$ cat src/rtl/mmu_sequencer.sv
// Job sequencer for an N x N systolic matrix unit: buffers N operand beats,
// drives clear/feed/wait/shift phases, captures result rows and streams them out.
module mmu_sequencer #(
    parameter int VAR_SIZE = 8,
    parameter int ACC_SIZE = 32,
    parameter int MMU_SIZE = 10,
    localparam int IDX_W = (MMU_SIZE > 1) ? $clog2(MMU_SIZE) : 1
) (
    input  logic                         clk,
    input  logic                         rst,
    input  logic                         in_valid,
    output logic                         in_ready,
    input  logic [VAR_SIZE*MMU_SIZE-1:0] a_col,
    input  logic [VAR_SIZE*MMU_SIZE-1:0] b_row,
    output logic [VAR_SIZE*MMU_SIZE-1:0] mmu_a,
    output logic [VAR_SIZE*MMU_SIZE-1:0] mmu_b,
    output logic                         mmu_clear,
    output logic                         mmu_shift,
    input  logic [ACC_SIZE*MMU_SIZE-1:0] mmu_c,
    output logic                         out_valid,
    input  logic                         out_ready,
    output logic [ACC_SIZE*MMU_SIZE-1:0] c_row,
    output logic [IDX_W-1:0]             c_idx,
    output logic                         c_last,
    output logic                         busy
);

    // WAIT counts up to N inclusive, so the counter needs one extra value
    localparam int CNT_W = $clog2(MMU_SIZE + 1);
    localparam logic [CNT_W-1:0] LAST = CNT_W'(MMU_SIZE - 1);
    localparam logic [CNT_W-1:0] NCNT = CNT_W'(MMU_SIZE);

    typedef enum logic [2:0] {
        S_IDLE, S_LOAD, S_CLEAR, S_FEED, S_WAIT, S_SHIFT, S_CAPTURE, S_OUT
    } state_e;

    state_e           state_q, state_d;
    logic [CNT_W-1:0] cnt_q, cnt_d;
    logic [IDX_W-1:0] idx, cap_idx;
    logic             beat_acc;

    logic [VAR_SIZE*MMU_SIZE-1:0] a_buf_q [MMU_SIZE];
    logic [VAR_SIZE*MMU_SIZE-1:0] b_buf_q [MMU_SIZE];
    logic [ACC_SIZE*MMU_SIZE-1:0] res_q   [MMU_SIZE];

    assign idx      = cnt_q[IDX_W-1:0];
    assign cap_idx  = IDX_W'(MMU_SIZE - 1) - idx;
    assign beat_acc = in_valid && in_ready;

    always_ff @(posedge clk or posedge rst) begin
        if (rst) begin
            state_q <= S_IDLE;
            cnt_q   <= '0;
        end else begin
            state_q <= state_d;
            cnt_q   <= cnt_d;
        end
    end

    always_comb begin
        state_d = state_q;
        cnt_d   = cnt_q;
        case (state_q)
            S_IDLE: begin
                if (in_valid) begin
                    if (MMU_SIZE == 1) begin
                        state_d = S_CLEAR;
                    end else begin
                        state_d = S_LOAD;
                        cnt_d   = CNT_W'(1);
                    end
                end
            end
            S_LOAD: begin
                if (in_valid) begin
                    if (cnt_q == LAST) begin
                        state_d = S_CLEAR;
                        cnt_d   = '0;
                    end else begin
                        cnt_d = cnt_q + CNT_W'(1);
                    end
                end
            end
            S_CLEAR: begin
                state_d = S_FEED;
                cnt_d   = '0;
            end
            S_FEED: begin
                if (cnt_q == LAST) begin
                    state_d = S_WAIT;
                    cnt_d   = '0;
                end else begin
                    cnt_d = cnt_q + CNT_W'(1);
                end
            end
            S_WAIT: begin
                if (cnt_q == NCNT) begin
                    state_d = S_SHIFT;
                    cnt_d   = '0;
                end else begin
                    cnt_d = cnt_q + CNT_W'(1);
                end
            end
            S_SHIFT: begin
                if (cnt_q == LAST) begin
                    state_d = S_CAPTURE;
                    cnt_d   = '0;
                end else begin
                    cnt_d = cnt_q + CNT_W'(1);
                end
            end
            S_CAPTURE: begin
                if (cnt_q == LAST) begin
                    state_d = S_OUT;
                    cnt_d   = '0;
                end else begin
                    cnt_d = cnt_q + CNT_W'(1);
                end
            end
            S_OUT: begin
                if (out_ready) begin
                    if (cnt_q == LAST) begin
                        state_d = S_IDLE;
                        cnt_d   = '0;
                    end else begin
                        cnt_d = cnt_q + CNT_W'(1);
                    end
                end
            end
            default: begin
                state_d = S_IDLE;
                cnt_d   = '0;
            end
        endcase
    end

    always_comb begin
        in_ready  = 1'b0;
        mmu_a     = '0;
        mmu_b     = '0;
        mmu_clear = 1'b0;
        mmu_shift = 1'b0;
        out_valid = 1'b0;
        c_row     = '0;
        c_idx     = '0;
        c_last    = 1'b0;
        busy      = (state_q != S_IDLE);
        case (state_q)
            S_IDLE, S_LOAD: in_ready = !rst;
            S_CLEAR:        mmu_clear = 1'b1;
            S_FEED: begin
                mmu_a = a_buf_q[idx];
                mmu_b = b_buf_q[idx];
            end
            S_SHIFT:        mmu_shift = 1'b1;
            S_OUT: begin
                out_valid = 1'b1;
                c_row     = res_q[idx];
                c_idx     = idx;
                c_last    = (cnt_q == LAST);
            end
            default: ;
        endcase
    end

    // Data buffers carry no reset; OUT is only reachable after a full CAPTURE pass
    always_ff @(posedge clk) begin
        if (beat_acc) begin
            a_buf_q[idx] <= a_col;
            b_buf_q[idx] <= b_row;
        end
        if (state_q == S_CAPTURE) begin
            res_q[cap_idx] <= mmu_c;
        end
    end

endmodule
$ cat config.mk
export PLATFORM = sky130hd
export DESIGN_NAME = mmu_sequencer
export DESIGN_NICKNAME = d
export VERILOG_FILES = /design/src/rtl/mmu_sequencer.sv
export SDC_FILE = /design/constraint.sdc
export NUM_CORES = 2
export LEC_CHECK = 0
export BUFFER_PORTS_ARGS = -buffer_cell sky130_fd_sc_hd__clkbuf_2
export CAP_MARGIN = 10
export CORE_ASPECT_RATIO = 0.7
export CORE_UTILIZATION = 45
export DETAILED_ROUTE_END_ITERATION = 6
export HOLD_SLACK_MARGIN = 0.02
export PLACE_DENSITY = 0.66
export SKIP_CTS_REPAIR_TIMING = 1
export SYNTH_ARGS = -nofsm -noshare
export SYNTH_HDL_FRONTEND = slang
export SYNTH_MEMORY_MAX_BITS = 65536
export SYNTH_SLANG_ARGS = --single-unit
$ cat constraint.sdc
create_clock -name clk -period 69.3 [get_ports clk]
set_input_delay 6.93 -clock clk [delete_from_list [all_inputs] [get_ports clk]]
set_output_delay 6.93 -clock clk [all_outputs]
set_load 0.03 [all_outputs]
# Word-level counts from Yosys, hierarchy flattened
# Memories as Yosys holds them, arrays and structs flattened.
# Cells that the tools add are included.
[word_totals]
ff_bits = 7
output_inout_bits = 490
inputBits = 484
memories = 3
word_cells = 62
ramBits = 4800
[mem_list]
columns = ["memory", "words", "word_bits", "read_ports", "rd_ports_with_merged_regs", "write_ports", "line", "source"]
rows = [
  ["res_q", 10, 320, 1, 0, 1, "44", "logic [ACC_SIZE*MMU_SIZE-1:0] res_q [MMU_SIZE];"],
  ["a_buf_q", 10, 80, 1, 0, 1, "42", "logic [VAR_SIZE*MMU_SIZE-1:0] a_buf_q [MMU_SIZE];"],
  ["b_buf_q", 10, 80, 1, 0, 1, "43", "logic [VAR_SIZE*MMU_SIZE-1:0] b_buf_q [MMU_SIZE];"],
]
[classes]
eq_ne = 18
muxes = 29
n_reduce_logical = 8
n_addsub = 2
[op_table]
columns = ["cell", "n"]
rows = [
  ["$mux W320", 1],
  ["$mux W80", 2],
  ["$mux W3", 9],
  ["$mux W4", 6],
  ["$pmux W3 S8", 1],
  ["$pmux W4 S6", 1],
  ["$ne A2 B2 Y1 const B", 9],
  ["$eq A3 B3 Y1 const B", 4],
  ["$mux W1", 9],
  ["$reduce_and A9 Y1", 1],
  ["$eq A4 B4 Y1 const B", 2],
  ["$eq A3 B2 Y1 const B", 2],
  ["$add A4 B1 Y4 const B", 1],
  ["$sub A4 B4 Y4 const A", 1],
  ["$eq A3 B1 Y1 const B", 1],
  ["$logic_not A3 Y1", 1],
  ["$reduce_and A3 Y1", 1],
  ["$reduce_bool A3 Y1", 1],
  ["$reduce_or A3 Y1", 1],
  ["$reduce_or A2 Y1", 1],
  ["$logic_and A1 B1 Y1", 1],
  ["$logic_not A1 Y1", 1],
]

# Depth between registers and ports, before layout
[depth]
depth_word = 6
mapped_depth = 11
ltp_nobuf = 6

# Worst setup path before layout
# OpenSTA, ideal clock, no wires.
[synth_path]
path_type = "reg-to-reg"
startpoint = "register cnt_q[1]"
endpoint = "memory res_q[8][0] (netlist name) (enable)"
required_time_ps = 67906
path_buffers = 4
path_stages_with_launch = 9
slack_ps = 44738
setup_ps = 1394
synth_period_minus_slack_ps = 24562
arrival_ps = 23168
path_cell_list = "dfrtp_1 buf_4 buf_4 buf_2 buf_2 inv_1 ha_1 xnor2_1 nor3_1"
[synth_between]
elab_chain_len = 1
[synth_lines]
columns = ["item", "line", "source"]
rows = [
  ["from (decl)", "38", "logic [CNT_W-1:0] cnt_q, cnt_d;"],
  ["from (signal assigned)", "56", "cnt_q <= cnt_d;"],
  ["$sub A4 B4 Y4", "47", "assign cap_idx = IDX_W'(MMU_SIZE - 1) - idx;"],
  ["to (decl)", "44", ""],
]
# No other way between the ends.

# Worst setup path in the final report
[layout_path]
startpoint = "input rst"
endpoint = "output in_ready"
[layout_between]
elab_chain_len = 2
[layout_lines]
columns = ["item", "line", "source"]
rows = [
  ["from (decl)", "10", "input logic rst,"],
  ["$logic_not A1 Y1", "149", "S_IDLE, S_LOAD: in_ready = !rst;"],
  ["$mux W1", "148", "case (state_q)"],
  ["to (decl)", "12", "output logic in_ready,"],
]
# No other way between the ends.

==> qor.yml <==
ir_drop_v: 0.00004324
grt_max_degree: 154
gr-total-overflow: 0
wl_met3_um: 36150
drive_above_1_share_pct: 29.71
crit_required_ps: 62370
clockRootBuffer: "clkbuf_16"
stdcell_area_mm2: 0.2050
syn_nets: 8272
dr.pass1.iters: 5
yosysWarnings: 0
grt_pass1_vias: 87430
h-tree-depth: 5
clock_path_buffers: 4
p_leak_nw: 66.31
wl_per_cell_um: 30.45
hold-worst-slack_ps: 776.3
outcome: "complete, no violations"
hold_path_class: "reg -> reg"
crit_arrival_ps: 7370
drc_errors: 0
clk_latency_ps: 1000
io_pins: 974
setup_viol: 0
multi_input_area_mm2: 0.03370
die_h_um: 533.0
synthFlopType: "edfxtp_1"
hold_start: "state_q[2]"
dieArea_mm2: 0.4054
ys_types: 43
met2WireLength_um: 215700
rsz0062_at_grt: "false"
routed.top_layer: "met5"
syn_area_per_cell_um2: 23.29
synth_area_leader_cell: "edfxtp_1"
numClockSinks: 4807
power_mw: 7.813
drt-initial-drc-count: 8947
synthTopCellsByArea: "edfxtp_1 (80%), mux4_2 (12%), mux2i_1 (2.7%)"
nets: 9372
drv_cap: 0
worstSetupPathType: "in -> out"
power_density_mw_per_mm2: 38.12
vias: 87140
reg2reg_setup_slack_ps: 63220
finalMaxSlewViolations: 0
slew_headroom_pct: 21.38
synthesis.area_mm2: 0.1812
ys_seq_area_share_pct: 79.62
dp_hpwl_um: 243700
dpl_worst_slack_ps: 55000
synth_top_area_share_pct: 79.53
ff2ff_path_depth: 9
critical_path.endpoint_type: "output pin"
tightest_slew_ps: 1172
synth-async-reset-ratio_pct: 0.1456
syn_inst: 7782
finalHoldViolations: 0
synth_seq_cells: 4807
path_max_fanout: 2
fin_ws_ps: 55000
critPathLaunchType: "input pin"
gp_routability_congestion: 0.7833
fillers: 30660
post-route-period-util_pct: 20.64
grt_first_pass_wirelength_um: 632900
start_util_pct: 45.31
track_usage_pct: 21.21
whs_endpoint: "state_q[2]"
wirelength_met1_um: 179700
antenna_left: 0
core_mm2: 0.4000
synth_edf_count: 4800
die_w_um: 760.5
worstHoldPathCells: 1
clk_pin_slew_ps: 70
period_minus_slack_ps: 14300
skew_ps: 107.8
fin_setup_tns_ps: 0
reg2reg_to: "res_q[0][124]"
fmax_mhz: 69.92
avgViaCountPerCell: 5.980
numCtsBuffers: 431
cts_tree: "yes"
syn_to_final_growth_pct: 13.09
portBuffers: 973
placementRows: 194
post_dp_cell_area_mm2: 0.1911
seqCellArea_mm2: 0.1443
routed_wirelength_um: 443700
timing.rr.start: "cnt_q[0]"
antenna_found_initial: 125
## final cells by class
cell class              instances  share of cell area (%)
inverters                       7                 0.01282
well taps                    5292                   3.230
repair buffers               1153                   3.145
clock inverters               258                   1.245
flip-flops and latches       4807                   70.41
diodes                         42                 0.05128
clock buffers                 530                   5.464
multi-input cells            2482                   16.44
## worst max-delay path, stage by stage
cell and delay, ps:
clkbuf_2 100, nor2_1 120, clkbuf_2 220
## per-stage QoR
| step | util (%) | std cells |
|---|---|---|
| global route | 51.23 | 14560 |
| global placement | 47.78 | 13740 |
| floorplan | - | 7782 |
| CTS | 51.21 | 14530 |
| detailed placement | 47.78 | 13740 |
| finish | 51.24 | 14570 |
## worst max-delay path by stage
stage / start / end / slack (ps) / cells after the start
CTS: rst / in_ready / 55000 / 3
global placement: rst / in_ready / 54930 / 3
floorplan: cnt_q[1] / res_q[8][0] / 44740 / 8
finish: rst / in_ready / 55000 / 3
global route: rst / in_ready / 54980 / 3
detailed placement: rst / in_ready / 55000 / 3
## report_power, final
group          switching, mW  internal, mW
Combinational           1.39         0.803
Sequential            0.0295          3.25
Clock                   1.06          1.28
## synthesized netlist by cell type, types with 4 or more instances
cell,number
edfxtp_1,4800
mux4_2,960
mux2i_1,481
o22ai_1,478
a211oi_1,477
clkbuf_1,199
buf_2,164
buf_12,70
buf_1,20
buf_4,18
nor2_1,15
and2_1,11
buf_6,10
nand2_1,10
dfrtp_1,7
ha_1,6
inv_1,6
a21oi_1,5
clkbuf_4,4
nand3_1,4
o21ai_0,4
## placed cells by master (no fill, tap or decap), types with 7 or more instances in the layout
cell,netlist,layout
clkbuf_2,0,973
and2_4,0,10
o22ai_1,478,478
nor2_4,0,8
nor2_1,15,7
clkinv_2,0,83
a211oi_1,477,477
clkbuf_16,0,433
mux2i_1,481,481
inv_16,0,7
diode_2,0,42
edfxtp_1,4800,4800
clkinv_1,0,97
clkbuf_1,199,97
clkinv_16,0,12
nand2_1,10,9
mux4_2,960,960
bufinv_16,0,34
buf_4,18,162
buf_12,70,18
inv_6,0,8
## cells by family after synthesis
kind of cell	count (synthesis)	synth area share [%]
fa+ha+maj	6	0.04142
compound gates	973	3.707
simple gates	58	0.1685
mux	1442	14.59
xor+xnor	3	0.01450
buf+inv	493	1.856
flops	4807	79.62
## layer usage
metal | global-route usage (%) | vias up
met5 | 0 | -
met4 | 5.625 | 70
met3 | 4.304 | 738
met2 | 34.35 | 3748
met1 | 29.71 | 46670
li1 | - | 35910
## state kept, by name, indices dropped and copies added, names as in the netlist
name,flops
res_q,3200
a_buf_q,800
b_buf_q,800
cnt_q,4
state_q,3
Note: power is estimated with default switching activity, not from simulation.
